File: config.mk
export PLATFORM = sky130hd
export DESIGN_NAME = pipe_stage_reg
export DESIGN_NICKNAME = d
export VERILOG_FILES = /design/src/rtl/pipe_stage_reg.sv
export SDC_FILE = /design/constraint.sdc
export NUM_CORES = 1
export LEC_CHECK = 0
export CAP_MARGIN = 15
export CORE_MARGIN = 2
export CORE_UTILIZATION = 56
export DETAILED_ROUTE_END_ITERATION = 10
export DONT_BUFFER_PORTS = 1
export PLACE_DENSITY = 0.71
export SETUP_SLACK_MARGIN = 0.3
export SLEW_MARGIN = 20
export SYNTH_ARGS = -nofsm -noshare
export SYNTH_HDL_FRONTEND = slang
export SYNTH_SLANG_ARGS = --single-unit
File: constraint.sdc
create_clock -name CLK -period 1.2 [get_ports CLK]
set_input_delay 0.18 -clock CLK [delete_from_list [all_inputs] [get_ports CLK]]
set_output_delay 0.18 -clock CLK [all_outputs]
set_load 0.01 [all_outputs]
File: src/rtl/pipe_stage_reg.sv
// Inter-stage pipeline register with valid/ready handshake, flush, bubble gating of control,
// and an optional skid slot that makes in_ready a pure flop output.
module pipe_stage_reg #(
  parameter int unsigned CTRL_W  = 9,
  parameter int unsigned DATA_W  = 51,
  parameter int unsigned SKID_EN = 1
) (
  input  logic              CLK,
  input  logic              RST,
  input  logic              flush,
  input  logic              in_valid,
  output logic              in_ready,
  input  logic [CTRL_W-1:0] in_ctrl,
  input  logic [DATA_W-1:0] in_data,
  output logic              out_valid,
  input  logic              out_ready,
  output logic [CTRL_W-1:0] out_ctrl,
  output logic [DATA_W-1:0] out_data,
  output logic [1:0]        occupancy
);

  // Encoding doubles as the occupancy count.
  typedef enum logic [1:0] {
    StEmpty = 2'd0,
    StOne   = 2'd1,
    StFull  = 2'd2
  } state_e;

  state_e              state_q, state_d;
  logic [CTRL_W-1:0]   main_ctrl_q, main_ctrl_d;
  logic [DATA_W-1:0]   main_data_q, main_data_d;
  logic [CTRL_W-1:0]   skid_ctrl_q, skid_ctrl_d;
  logic [DATA_W-1:0]   skid_data_q, skid_data_d;
  logic                in_ready_q, in_ready_d;
  logic                accept;
  logic                out_xfer;

  always_comb begin
    if (SKID_EN != 0) begin
      in_ready = in_ready_q;
    end else begin
      in_ready = ~RST & (out_ready | (state_q == StEmpty));
    end
  end

  assign out_valid = (state_q != StEmpty);
  assign out_ctrl  = main_ctrl_q & {CTRL_W{out_valid}};
  assign out_data  = main_data_q;
  assign occupancy = state_q;

  assign accept   = in_valid & in_ready;
  assign out_xfer = out_valid & out_ready;

  always_comb begin
    state_d     = state_q;
    main_ctrl_d = main_ctrl_q;
    main_data_d = main_data_q;
    skid_ctrl_d = skid_ctrl_q;
    skid_data_d = skid_data_q;

    if (flush) begin
      // Payload registers are left alone so out_data keeps its last value.
      state_d = StEmpty;
    end else begin
      case (state_q)
        StEmpty: begin
          if (accept) begin
            main_ctrl_d = in_ctrl;
            main_data_d = in_data;
            state_d     = StOne;
          end
        end
        StOne: begin
          if (accept && out_xfer) begin
            main_ctrl_d = in_ctrl;
            main_data_d = in_data;
          end else if (accept && (SKID_EN != 0)) begin
            skid_ctrl_d = in_ctrl;
            skid_data_d = in_data;
            state_d     = StFull;
          end else if (out_xfer) begin
            state_d = StEmpty;
          end
        end
        StFull: begin
          if (out_xfer) begin
            main_ctrl_d = skid_ctrl_q;
            main_data_d = skid_data_q;
            state_d     = StOne;
          end
        end
        default: state_d = StEmpty;
      endcase
    end

    in_ready_d = (state_d != StFull);
  end

  always_ff @(posedge CLK) begin
    if (RST) begin
      state_q     <= StEmpty;
      main_ctrl_q <= '0;
      main_data_q <= '0;
      skid_ctrl_q <= '0;
      skid_data_q <= '0;
      in_ready_q  <= 1'b0;
    end else begin
      state_q     <= state_d;
      main_ctrl_q <= main_ctrl_d;
      main_data_q <= main_data_d;
      skid_ctrl_q <= skid_ctrl_d;
      skid_data_q <= skid_data_d;
      in_ready_q  <= in_ready_d;
    end
  end

endmodule

==> After elaboration in Yosys (flattened, before gate mapping) <==
Index checks and enable logic that the tools add are counted.
{ "totals": {"input_bits": 65, "ff_bits": 123} }
{ "classes": {"n_bitwise": 5, "muxes": 15, "reduce_logical": 6, "eq_ne": 6} }
{ "ops": {"columns": ["op", "count"], "rows": [
  ["2-to-1 mux 51 bit", 3],
  ["one-hot mux 51 bit (3 select lines)", 1],
  ["2-to-1 mux 9 bit", 3],
  ["one-hot mux 9 bit (3 select lines)", 1],
  ["2-to-1 mux 2 bit", 6],
  ["AND 9 bit", 1],
  ["!= test 2 bit, second input constant", 4],
  ["one-hot mux 2 bit (3 select lines)", 1],
  ["AND reduction 5 bit", 1],
  ["AND reduction 4 bit", 1],
  ["nonzero test 3 bit", 1],
  ["AND 1 bit", 2],
  ["equality test 2 x 1 -> 1 bit, second input constant", 1],
  ["equality test 2 bit, second input constant", 1],
  ["zero test 2 bit", 1],
  ["NOT 1 bit", 2],
  ["nonzero test 2 bit", 1],
  ["logical AND 1 bit", 1]
]} }

==> Longest topological paths before layout <==
{ "depth": {"ltp_word": 8, "depth_mapped": 6, "mapped_depth_nobuf": 4} }

==> Worst setup path before layout <==
OpenSTA, ideal clock, no wires.
{ "synth_path": {"path_type": "reg-to-reg", "startpoint": "reg state_q[1] (netlist: occupancy[1])", "endpoint": "reg skid_data_q[50]", "slack_ns": -0.241, "stages_incl_launch_ff": 7, "period_less_slack_ns": 1.441, "path_buffers": 2, "arrival_time_ns": 1.308, "required_ns": 1.067, "cell_sequence": "dfxtp_1 -> nand3b_4 -> or3_1 -> clkbuf_1 -> buf_2 -> nand2_1 -> a21oi_1"} }
{ "synth_between": {"elab_chain_cells": 5, "word_cells_on_any_way": 6} }
{ "synth_lines": {"columns": ["item", "line_no", "rtl"], "rows": [
  ["start: declaration", "29", "state_e state_q, state_d;"],
  ["start signal: assignment", "101", "state_q <= StEmpty;"],
  ["start signal: assignment", "108", "state_q <= state_d;"],
  ["nonzero test 2 bit", "46", "assign out_valid = (state_q != StEmpty);"],
  ["AND 1 bit", "52", "assign out_xfer = out_valid & out_ready;"],
  ["logical AND 1 bit", "74", "if (accept && out_xfer) begin"],
  ["NOT 1 bit (no source line)", null, null],
  ["AND reduction 4 bit (no source line) *", null, null],
  ["end signal: assignment", "112", "skid_data_q <= skid_data_d;"],
  ["end: declaration", "33", "logic [DATA_W-1:0] skid_data_q, skid_data_d;"]
]} }
Every way passes the cells marked *; elsewhere a longest branch is shown, timed or not.
A chain may end at the register's enable or synchronous reset.

==> Worst setup path in the final report <==
{ "layout_path": {"startpoint": "reg state_q[1] (netlist: occupancy[1])", "endpoint": "reg main_ctrl_q[6]"} }
{ "layout_between": {"elab_chain_cells": 5, "word_cells_on_any_way": 12} }
{ "layout_lines": {"columns": ["item", "line_no", "rtl"], "rows": [
  ["nonzero test 2 bit", "46", null],
  ["AND 1 bit", "52", null],
  ["logical AND 1 bit", "74", null],
  ["!= test 2 bit (no source line)", null, null],
  ["AND reduction 5 bit (no source line)", null, null],
  ["end signal: assignment", "109", "main_ctrl_q <= main_ctrl_d;"],
  ["end: declaration", "30", "logic [CTRL_W-1:0] main_ctrl_q, main_ctrl_d;"]
]} }
Several ways; a longest one is shown, not always the timed one.

==> results by group <==
Drt
  – Post-DRT Antenna Nets: 0
  – Drt wl/cell: 29.52 um
  – DR vias/cell: 6.776
  – DRT iter0 DRCs: 467
  – Drt first pass iters: 5
  – Final wirelength: 21610 um
  – Post-route DRC: 0
  – Via count of the routed design: 4960

Synth
  – Top FF cell, synth: dfxtp_1
  – Netlist cell types: 22
  – Ys async rst share: 0%
  – Synth area leader: dfxtp_1
  – Synth top area share: 50.17%
  – Post-Syn Area per Cell: 8.812 um2
  – Post-synth top cells: dfxtp_1, nand2_1, nor2_1
  – Post-Synthesis Cells: 557
  – Syn Std Cell Area: 4908 um2
  – Ys Warns: 0
  – Sequential share of the synthesized area: 50.17%
  – Yosys reg bits: 123
  – Largest cells by area after synthesis: dfxtp_1, mux2i_1, nand2_1, a211oi_1, a21oi_1
  – Most numerous cell in the Yosys netlist: dfxtp_1
  – Post-synth net total: 622
  – Post-synth EDFFs: 0

CTS
  – Cts hold-fix bufs: 1
  – Reg clk slew, reported paths: 0.06 ns
  – Root buf cell: clkbuf_8
  – Clock buffer count from CTS: 17
  – Clk_lat worst skew: 0.52 ns
  – CTS H-tree lvls: 4
  – CTS max path bufs: 2
  – CTS tree: yes
  – Clock sinks: 123

Layout
  – Multi-input logic area: 3344 um2
  – Layout cells sized above 1: 62.18%
  – N_diodes: 0
  – Fin nets: 676
  – Storage cell area: 2587 um2
  – Synth-to-Final Area Change: 66.71%
  – Fillcell total: 195
  – Final non-filler cell total: 732
  – Core Util, Final: 95.22%

Timing
  – Post-route minimum period: 1.730 ns
  – Worst Max-Slew Pin Slew: 0.3131 ns
  – Slew Limit Fails: 0
  – Fmax: 578.1 MHz
  – Clk_skew: 0.009396 ns
  – Setup ws final: -0.5299 ns
  – Period utilization: 144.2%
  – RSZ-0062 raised after global routing: yes
  – Final hold violations: 123
  – Hold slack: -0.2677 ns
  – # setup viols final: 133
  – Slew headroom: 78.53%

Setup path
  – Crit Path Max Fanout: 6
  – Required @ worst endpoint: 1.61 ns
  – Crit path buf inv count: 3
  – CP max stage delay: 0.33 ns
  – CP Class: flip-flop to flip-flop
  – WP data arrival: 2.14 ns
  – CP top delay family: compound AO/OA/AOI/OAI gates
  – R2R cell count: 7
  – CP Capture Type: flip-flop
  – Startpoint types: flip-flop
  – Worst path slowest cell: dfxtp_2
  – Cells along the critical path: nand3b_4, o31ai_4, buf_6, buf_12, clkbuf_16, nor2_1, a211oi_1
  – Crit path depth: 7

Global route
  – Global-route wire length before repair: 22140 um
  – GRT Overall Usage: 29.56%
  – Initial antenna violation count: 0
  – Vias in the first global route: 4300
  – Largest net degree at the start of global routing: 124
  – GRT Residual Overflow: 0

Die
  – Die area: 9530 um2
  – Core footprint: 8593 um2
  – # rows: 34
  – IO Pins: 129
  – Initial Util: 57.12%
  – Chip width: 97.62 um
  – Die Span Y: 97.62 um

Power and ir drop
  – Power consumption: 10.25 mW
  – P_leak: 3.407 nW
  – Peak supply drop: 1.057 mV
  – Power Dens Cells: 1252 nW/um2

Worst hold path
  – Type of the worst min-delay path: primary input to flip-flop
  – Worst hold path depth: 1

Flow run
  – Maxcap violations: 0

Place
  – HPWL Detailed: 6835 um
  – Placed Cells incl. Taps: 642
  – RD Place Congestion: 0.7451
  – IO Port Bufs: 0

Run status
  – Run status: finished, violations left
  – Violated checks: hold timing, setup timing
==> logic make-up after synthesis <==
family,after synthesis,synth area share [%]
flip-flops,123,50.17
XOR/XNOR,1,0.1785
AND/OR/NAND/NOR,201,16.72
AO/OA/AOI/OAI,123,16.06
buffers and inverters,49,4.640
multiplexers,60,12.24
==> cells in the final DEF (no fill, tap or decap), types with 26 or more instances in the layout <==
cell and instances:
nor2_1 37, clkbuf_16 28, nand2_4 54, buf_12 26, mux2i_1 56, dfxtp_2 31, dfxtp_1 69, a211oi_2 43
a21oi_2 53, nand2_1 42
==> where the power goes <==
part           total, mW  internal, mW  switching, mW
registers           4.35          4.19          0.155
logic              0.758         0.382          0.376
clock network       5.14          3.12           2.02
total               10.2          7.70           2.55
==> flip-flops by register name, indices dropped and copies added, names as in the netlist <==
name	flops
in_ready	1
main_ctrl_q	9
occupancy	2
out_data	51
skid_ctrl_q	9
skid_data_q	51
==> worst paths after layout <==
check                                    start                           end  slack (ns)
setup / recovery       occupancy[1]$_SDFF_PP0_   main_ctrl_q[6]$_SDFFE_PP0P_       -0.53
setup reg to reg       occupancy[1]$_SDFF_PP0_   main_ctrl_q[6]$_SDFFE_PP0P_       -0.53
hold reg to reg   skid_data_q[44]$_SDFFE_PP0P_  skid_data_q[44]$_SDFFE_PP0P_        0.47
hold / removal                             RST     out_data[11]$_SDFFE_PP0P_       -0.27
==> stage by stage <==
step                setup TNS [ns]  setup WS (ns)  area, um2
floorplan                   -20.72        -0.1988       5009
CTS                         -36.29        -0.3354       6824
detailed placement          -34.41        -0.3487       5160
finish                      -46.45        -0.5299       8183
global placement            -28.20        -0.2737       5160
global route                -51.27        -0.5441       8183
==> layer usage <==
layer / share of wire (%) / global-route usage [%] / wire length [um] / vias to the layer above
met2: 50 / 51.56 / 10700 / 393
met4: 6.5 / 11.54 / 1411 / 0
met1: 35 / 33.70 / 7524 / 2407
li1: - / - / - / 2032
met3: 9.1 / 9.209 / 1976 / 128
met5: 0 / 0 / 0 / -
==> worst reg2reg max path, delay by kind of cell (launching register included) <==
| family | cells | cell delay, ns |
|---|---|---|
| buffers and inverters | 3 | 0.49 |
| AND/OR/NAND/NOR | 2 | 0.26 |
| AO/OA/AOI/OAI | 2 | 0.55 |
| flip-flops | 1 | 0.33 |
==> layout make-up <==
| cell class | instances | share of cell area (%) |
|---|---|---|
| clock buffer | 22 | 5.657 |
| sequential | 123 | 31.62 |
| timing repair buffer | 82 | 18.67 |
| multi-input combinational | 385 | 40.87 |
| clock inverter | 10 | 1.407 |
| tap | 108 | 1.651 |
| inverter | 2 | 0.1223 |
==> repair_timing <==
item	4_1_cts	5_1_grt
resized for setup	163	255
setup endpoints to repair	187	187
setup buffers	18	9
pin swaps	31	112
gates cloned	17	13
endpoints found under the hold margin	123	123
Power figures use the tool's default switching activity.
